File: config.mk
export PLATFORM = sky130hd
export DESIGN_NAME = acc_drain_requant
export DESIGN_NICKNAME = d
export VERILOG_FILES = /design/src/rtl/acc_drain_requant_pkg.sv /design/src/rtl/requant_sat.sv /design/src/rtl/acc_drain_requant.sv
export SDC_FILE = /design/constraint.sdc
export NUM_CORES = 1
export LEC_CHECK = 0
export BUFFER_PORTS_ARGS = -buffer_cell sky130_fd_sc_hd__buf_2
export CAP_MARGIN = 10
export CELL_PAD_IN_SITES_DETAIL_PLACEMENT = 1
export CELL_PAD_IN_SITES_GLOBAL_PLACEMENT = 1
export CORE_ASPECT_RATIO = 2
export CORE_MARGIN = 5
export CORE_UTILIZATION = 40
export CTS_BUF_LIST = sky130_fd_sc_hd__clkbuf_8
export CTS_CLUSTER_DIAMETER = 120
export DETAILED_ROUTE_END_ITERATION = 10
export PLACE_DENSITY = 0.85
export SLEW_MARGIN = 40
export SYNTH_ARGS = -nofsm -noshare
export SYNTH_HDL_FRONTEND = slang
export SYNTH_SLANG_ARGS = --single-unit
File: constraint.sdc
create_clock -name clk -period 24 [get_ports clk]
set_input_delay 1.2 -clock clk [delete_from_list [all_inputs] [get_ports clk]]
set_output_delay 1.2 -clock clk [all_outputs]
set_load 0.05 [all_outputs]
File: src/rtl/acc_drain_requant_pkg.sv
// Shared definitions for the accumulator read-out path.
//   ACC_WIDTH_DEF / OP_WIDTH_DEF : default accumulator and output operand widths
//   drain_state_t                : drain controller state
package acc_drain_requant_pkg;
  localparam int ACC_WIDTH_DEF   = 32;
  localparam int OP_WIDTH_DEF    = 8;
  localparam int SHIFT_WIDTH_DEF = 5;

  typedef enum logic {
    IDLE,
    DRAIN
  } drain_state_t;
endpackage

File: src/rtl/requant_sat.sv
// Combinational requantizer: round-half-up right shift, then unsigned
// saturation to OUT_WIDTH. Reusable by any output path.
//   x     : unsigned accumulator value
//   shift : right-shift amount, 0 means no shift and no rounding
//   y     : saturated result
module requant_sat #(
  parameter int ACC_WIDTH   = 32,
  parameter int OUT_WIDTH   = 8,
  parameter int SHIFT_WIDTH = 5
) (
  input  logic [ACC_WIDTH-1:0]   x,
  input  logic [SHIFT_WIDTH-1:0] shift,
  output logic [OUT_WIDTH-1:0]   y
);
  localparam logic [ACC_WIDTH:0] MAX_OUT = {{(ACC_WIDTH+1-OUT_WIDTH){1'b0}}, {OUT_WIDTH{1'b1}}};

  // One guard bit above ACC_WIDTH so the rounding add can never wrap.
  logic [ACC_WIDTH:0] half;
  logic [ACC_WIDTH:0] sum;
  logic [ACC_WIDTH:0] r;

  always_comb begin
    half = '0;
    if (shift != '0) half = (ACC_WIDTH+1)'(1) << (shift - SHIFT_WIDTH'(1));
    sum = {1'b0, x} + half;
    r   = sum >> shift;
    y   = (r > MAX_OUT) ? {OUT_WIDTH{1'b1}} : r[OUT_WIDTH-1:0];
  end
endmodule

File: src/rtl/acc_drain_requant.sv
// Read-out end of the MAC accumulators. A start snapshots all NUM_ACC
// accumulators while clearing the MACs in the same cycle, then streams the
// requantized values out one per cycle.
//   clk, reset            : clock, synchronous active-high reset
//   start                 : drain request, taken only when idle
//   acc_in                : packed accumulators, element i at [i*ACC_WIDTH +: ACC_WIDTH]
//   shift                 : requant shift, latched on accept
//   mac_clear             : combinational clear pulse to the MACs (== accept)
//   busy                  : drain in progress
//   out_valid/out_ready   : output handshake
//   out_data/out_index/out_last : requantized element, its index, last flag
module acc_drain_requant
  import acc_drain_requant_pkg::*;
#(
  parameter int NUM_ACC     = 4,
  parameter int ACC_WIDTH   = ACC_WIDTH_DEF,
  parameter int OUT_WIDTH   = OP_WIDTH_DEF,
  parameter int SHIFT_WIDTH = SHIFT_WIDTH_DEF,
  localparam int IDX_W      = $clog2(NUM_ACC)
) (
  input  logic                         clk,
  input  logic                         reset,
  input  logic                         start,
  input  logic [NUM_ACC*ACC_WIDTH-1:0] acc_in,
  input  logic [SHIFT_WIDTH-1:0]       shift,
  output logic                         mac_clear,
  output logic                         busy,
  output logic                         out_valid,
  input  logic                         out_ready,
  output logic [OUT_WIDTH-1:0]         out_data,
  output logic [IDX_W-1:0]             out_index,
  output logic                         out_last
);
  drain_state_t                            state;
  logic [NUM_ACC-1:0][ACC_WIDTH-1:0]       buffer;
  logic [SHIFT_WIDTH-1:0]                  shift_q;
  logic                                    accept;
  logic [IDX_W-1:0]                        nxt_index;
  logic [ACC_WIDTH-1:0]                    rq_x;
  logic [SHIFT_WIDTH-1:0]                  rq_shift;
  logic [OUT_WIDTH-1:0]                    rq_y;

  // The MAC clear and the snapshot share one edge, so the snapshot sees the
  // pre-clear values and nothing accumulated is lost.
  assign accept    = start & ~busy & ~reset;
  assign mac_clear = accept;

  // Wrap to 0 on the last element keeps the buffer index in range for
  // non-power-of-two NUM_ACC; the value is unused then.
  assign nxt_index = out_last ? '0 : out_index + 1'b1;

  // One shared requantizer: in IDLE it converts element 0 straight from the
  // input with the incoming shift, in DRAIN it pre-computes the next element
  // so the registered out_data advances with no bubble.
  assign rq_x     = (state == IDLE) ? acc_in[0 +: ACC_WIDTH] : buffer[nxt_index];
  assign rq_shift = (state == IDLE) ? shift : shift_q;

  requant_sat #(
    .ACC_WIDTH  (ACC_WIDTH),
    .OUT_WIDTH  (OUT_WIDTH),
    .SHIFT_WIDTH(SHIFT_WIDTH)
  ) u_rq (
    .x    (rq_x),
    .shift(rq_shift),
    .y    (rq_y)
  );

  always_ff @(posedge clk) begin
    if (reset) begin
      state     <= IDLE;
      busy      <= 1'b0;
      out_valid <= 1'b0;
      out_data  <= '0;
      out_index <= '0;
      out_last  <= 1'b0;
    end else begin
      case (state)
        IDLE: begin
          if (accept) begin
            buffer    <= acc_in;
            shift_q   <= shift;
            out_data  <= rq_y;
            out_index <= '0;
            out_last  <= 1'b0;
            out_valid <= 1'b1;
            busy      <= 1'b1;
            state     <= DRAIN;
          end
        end
        DRAIN: begin
          // out_valid is always high here, so out_ready alone is the handshake.
          if (out_ready) begin
            if (out_last) begin
              out_valid <= 1'b0;
              busy      <= 1'b0;
              state     <= IDLE;
            end else begin
              out_index <= nxt_index;
              out_data  <= rq_y;
              out_last  <= (nxt_index == IDX_W'(NUM_ACC-1));
            end
          end
        end
        default: state <= IDLE;
      endcase
    end
  end
endmodule

==> flow_summary.rst <==
.. list-table::
   :header-rows: 1

   * - Metric
     - Value
   * - Run status
     - finished, final reports clean
   * - I/O pin count
     - 151
   * - Cell area after layout
     - 11500 um2
   * - Pin count of the biggest net entering global routing
     - 84
   * - Number of flops mapped to enable cells by yosys
     - 133
   * - Via count of the first global-routing pass
     - 9179
   * - Maximum cell stage delay along the critical path
     - 0.59 ns
   * - Asr flop ratio synth
     - 0%
   * - Most common cell type on the critical path
     - buf_4
   * - Period Utilization, post-route
     - between 20 and 30%
   * - Synthesized netlist net count
     - ~1.1k
   * - Clock tree from TritonCTS
     - yes
   * - Prevailing post-synth register cell
     - edfxtp_1
   * - Routed wirelength normalized by instance count
     - ~23 um
   * - Setup violators final
     - 0
   * - Maximum root-to-sink buffer count
     - 2
   * - Leak
     - 0.00417 uW
   * - Number of buffers added on ports
     - 150
   * - Half-perimeter wire length after placement
     - 25400 um
   * - Area of placed instances
     - 11100 um2
   * - Combined buffer and inverter count along the critical path
     - 2
   * - Post-synth top area share
     - 39.5%
   * - Worst clock skew
     - 0.0142 ns
   * - Setup slack of the worst register-to-register path
     - 17.24 ns
   * - Die footprint
     - 28800 um2
   * - Most used standard cell by instance count after synthesis
     - edfxtp_1
   * - P&R area growth vs syn
     - 13.8%
   * - Starting density of the core
     - slightly above 40%
   * - Placeable Area
     - between 20000 and 30000 um2
   * - Die Ht
     - 235 um
   * - Global-route wire length before repair
     - approximately 50000 um
   * - Layout cell share with drive strength beyond 1
     - 28.5%
   * - Final estimated routing congestion in global placement
     - 0.948
   * - ANT nets after route
     - 0
   * - Largest cells by area after synthesis
     - edfxtp_1 (39%), mux4_2 (7.3%), mux2_2 (4.7%)
   * - Post-synth design cell area
     - 10100 um2
   * - Portion of the post-synthesis area used by sequential elements
     - 42.1%
   * - Worst-path clk slew
     - 0.09 ns
   * - Final wirelength
     - between 30000 and 40000 um
   * - Clock Sink Count
     - about 150
   * - Number of violations reported at the end of detailed-routing iteration 0
     - approximately 420
   * - Vias after detailed routing
     - 8572
   * - Number of iterations in the first detailed-routing pass
     - 5
   * - Final #Nets
     - 1245
   * - Gate family responsible for the most delay along the worst path
     - compound AO/OA/AOI/OAI gates
   * - Number of inserted filler cells in the final layout
     - approximately 2.9k
   * - Startpoint class of the critical path
     - register
   * - FF+latch count, synth
     - 146
   * - FMAX
     - 148 MHz
   * - Global-route usage over all layers
     - between 20% and 30%
   * - Hold Path Class
     - register to register
   * - Vias per cell
     - 6.01
   * - Clock latency reported for the late side of the worst-skew pair
     - 0.48 ns
   * - Number of slew-limit violations in the final report
     - 0
   * - Nature of the critical path endpoint
     - register
   * - Type of the setup path with the least slack
     - register to register
   * - Clock period minus final worst setup slack
     - roughly 6.8 ns
   * - Post-CTS setup buffer count
     - 0
   * - Cell Pwr Density
     - 57.8 nW/um2
   * - Placement Rows
     - 82
   * - Synth cell count leaders
     - edfxtp_1 (133), nor2_1 (110), nand2_1 (75)
   * - Unrepaired setup endpoints after global routing
     - no
   * - Number of hold-repair buffers added at the cts stage
     - 0
   * - Post-detailed-route DRC marker count
     - 0
   * - Final count of hold timing violations
     - 0
   * - Width of the die
     - between 100 and 150 um
   * - Worst-case vdd ir drop
     - 0.0740 mV
   * - Number of warning messages in the yosys log
     - 0
   * - Data required time of the worst path
     - roughly 24 ns
   * - Initial antenna violation count
     - 3
   * - Total overflow reported by the global router
     - 0
   * - Unique masters post-synth
     - 95
   * - Worst slew margin
     - 37.9%
   * - Ordered cell list for the critical path
     - buf_4 -> mux2_2 -> buf_4 -> nand2_1 -> or2_2 -> fa_1 -> nand2b_1 -> a21o_1 -> a211oi_2 -> o21ai_1 -> a211oi_1 -> o21ai_0 -> and2_1 -> a211o_1 -> o41ai_2 -> a41oi_1 -> nor2_1 -> a311o_1 -> a21oi_1
   * - Total CTS buffers
     - 17
   * - MaxCap Viol Count
     - 0
   * - Post-synth top area cell
     - edfxtp_1
   * - WP data arrival
     - just over 7 ns
   * - Count of instances resized after the clock tree is built
     - 0
   * - End-of-flow core utilization
     - 46.0%
   * - Root buffer cell
     - clkbuf_8
   * - Average size of a mapped cell
     - between 10 and 15 um2
   * - Post-Route Setup TNS
     - 0 ns
   * - Worst-Margin Slew
     - just over 0.9 ns
   * - Syn Inst Count
     - 960
   * - Deepest level of the CTS H-tree
     - 4
   * - Critical Path Slowest Stage Cell
     - buf_4
   * - Worst Path Max Fanout
     - 43
sequential cells by signal, summed over array words and instances (netlist names):
name / cells
out_data: 8
out_index: 2
state: 1
shift_q: 5
out_valid: 1
out_last: 1
buffer: 128
report_power, final:
part           switching (uW)  internal (uW)  total, uW
Clock                    99.7           82.4        182
Sequential               3.82            290        294
Combinational             120           69.1        189
Total                     223            442        665
path summary, 6_finish.rpt:
kind | depth (start not counted) | start | end
worst max-delay path | 19 | state$_SDFF_PP0_ | out_data[1]$_SDFFE_PP0P_
worst min-delay path | 2 | out_data[3]$_SDFFE_PP0P_ | out_data[3]$_SDFFE_PP0P_
worst max register to register | 19 | state$_SDFF_PP0_ | out_data[1]$_SDFFE_PP0P_
worst min register to register | 2 | out_data[3]$_SDFFE_PP0P_ | out_data[3]$_SDFFE_PP0P_
cell type report:
type / instances / area (um2) / area share (%)
repair buffers: 163 / 852 / 7.40
clock buffers: 17 / 234 / 2.03
well taps: 336 / 420 / 3.65
flip-flops and latches: 146 / 4260 / 37.0
inverters: 6 / 22.5 / 0.196
diodes: 4 / 10.0 / 0.0870
clock inverters: 14 / 130 / 1.13
multi-input cells: 741 / 5590 / 48.5
kinds of logic after synthesis:
kind of cell	after synthesis	synth area share, %
other	1	0.0371
XOR/XNOR	26	2.25
flip-flops	146	42.1
buffers and inverters	73	3.09
multiplexers	90	13.5
adder cells (fa/ha/maj)	33	4.16
AND/OR/NAND/NOR	298	14.2
AO/OA/AOI/OAI	293	20.7
per-stage QoR:
stage,setup slack [ns],power (uW),hold WS (ns),instances
final,17.24,665,0.507,1427
after global routing,16.83,700,0.538,1426
after CTS,17.31,670,0.511,1423
after detailed placement,17.22,487,0.499,1392
after global placement,17.32,482,0.493,1392
after floorplan,14.20,431,0.712,960
cells in the final DEF, fill, tap and decap left out, types with 16 or more instances in the layout:
cell,n
o21ai_0,41
o211ai_1,17
a211oi_1,20
nand2_1,75
edfxtp_1,133
clkbuf_8,17
mux2_2,42
mux4_2,33
ha_1,32
a21oi_1,65
nor3_1,16
xnor2_1,16
nand3_1,22
buf_2,150
nand4_1,16
nor2_1,108
worst min-delay path, stage by stage (launching register included):
cell and delay (ns):
dfxtp_1 0.32, nor2_1 0.10, a211oi_1 0.05
layer usage:
metal / vias up / track usage [%] / share of wire, %
li1: 3986 / - / -
met1: 4250 / 22.2 / 35
met2: 242 / 43.5 / 57
met3: 94 / 3.83 / 3.6
met4: 0 / 11.9 / 5.1
met5: - / 0 / 0
No activity file was read; power rests on OpenSTA's default activity.
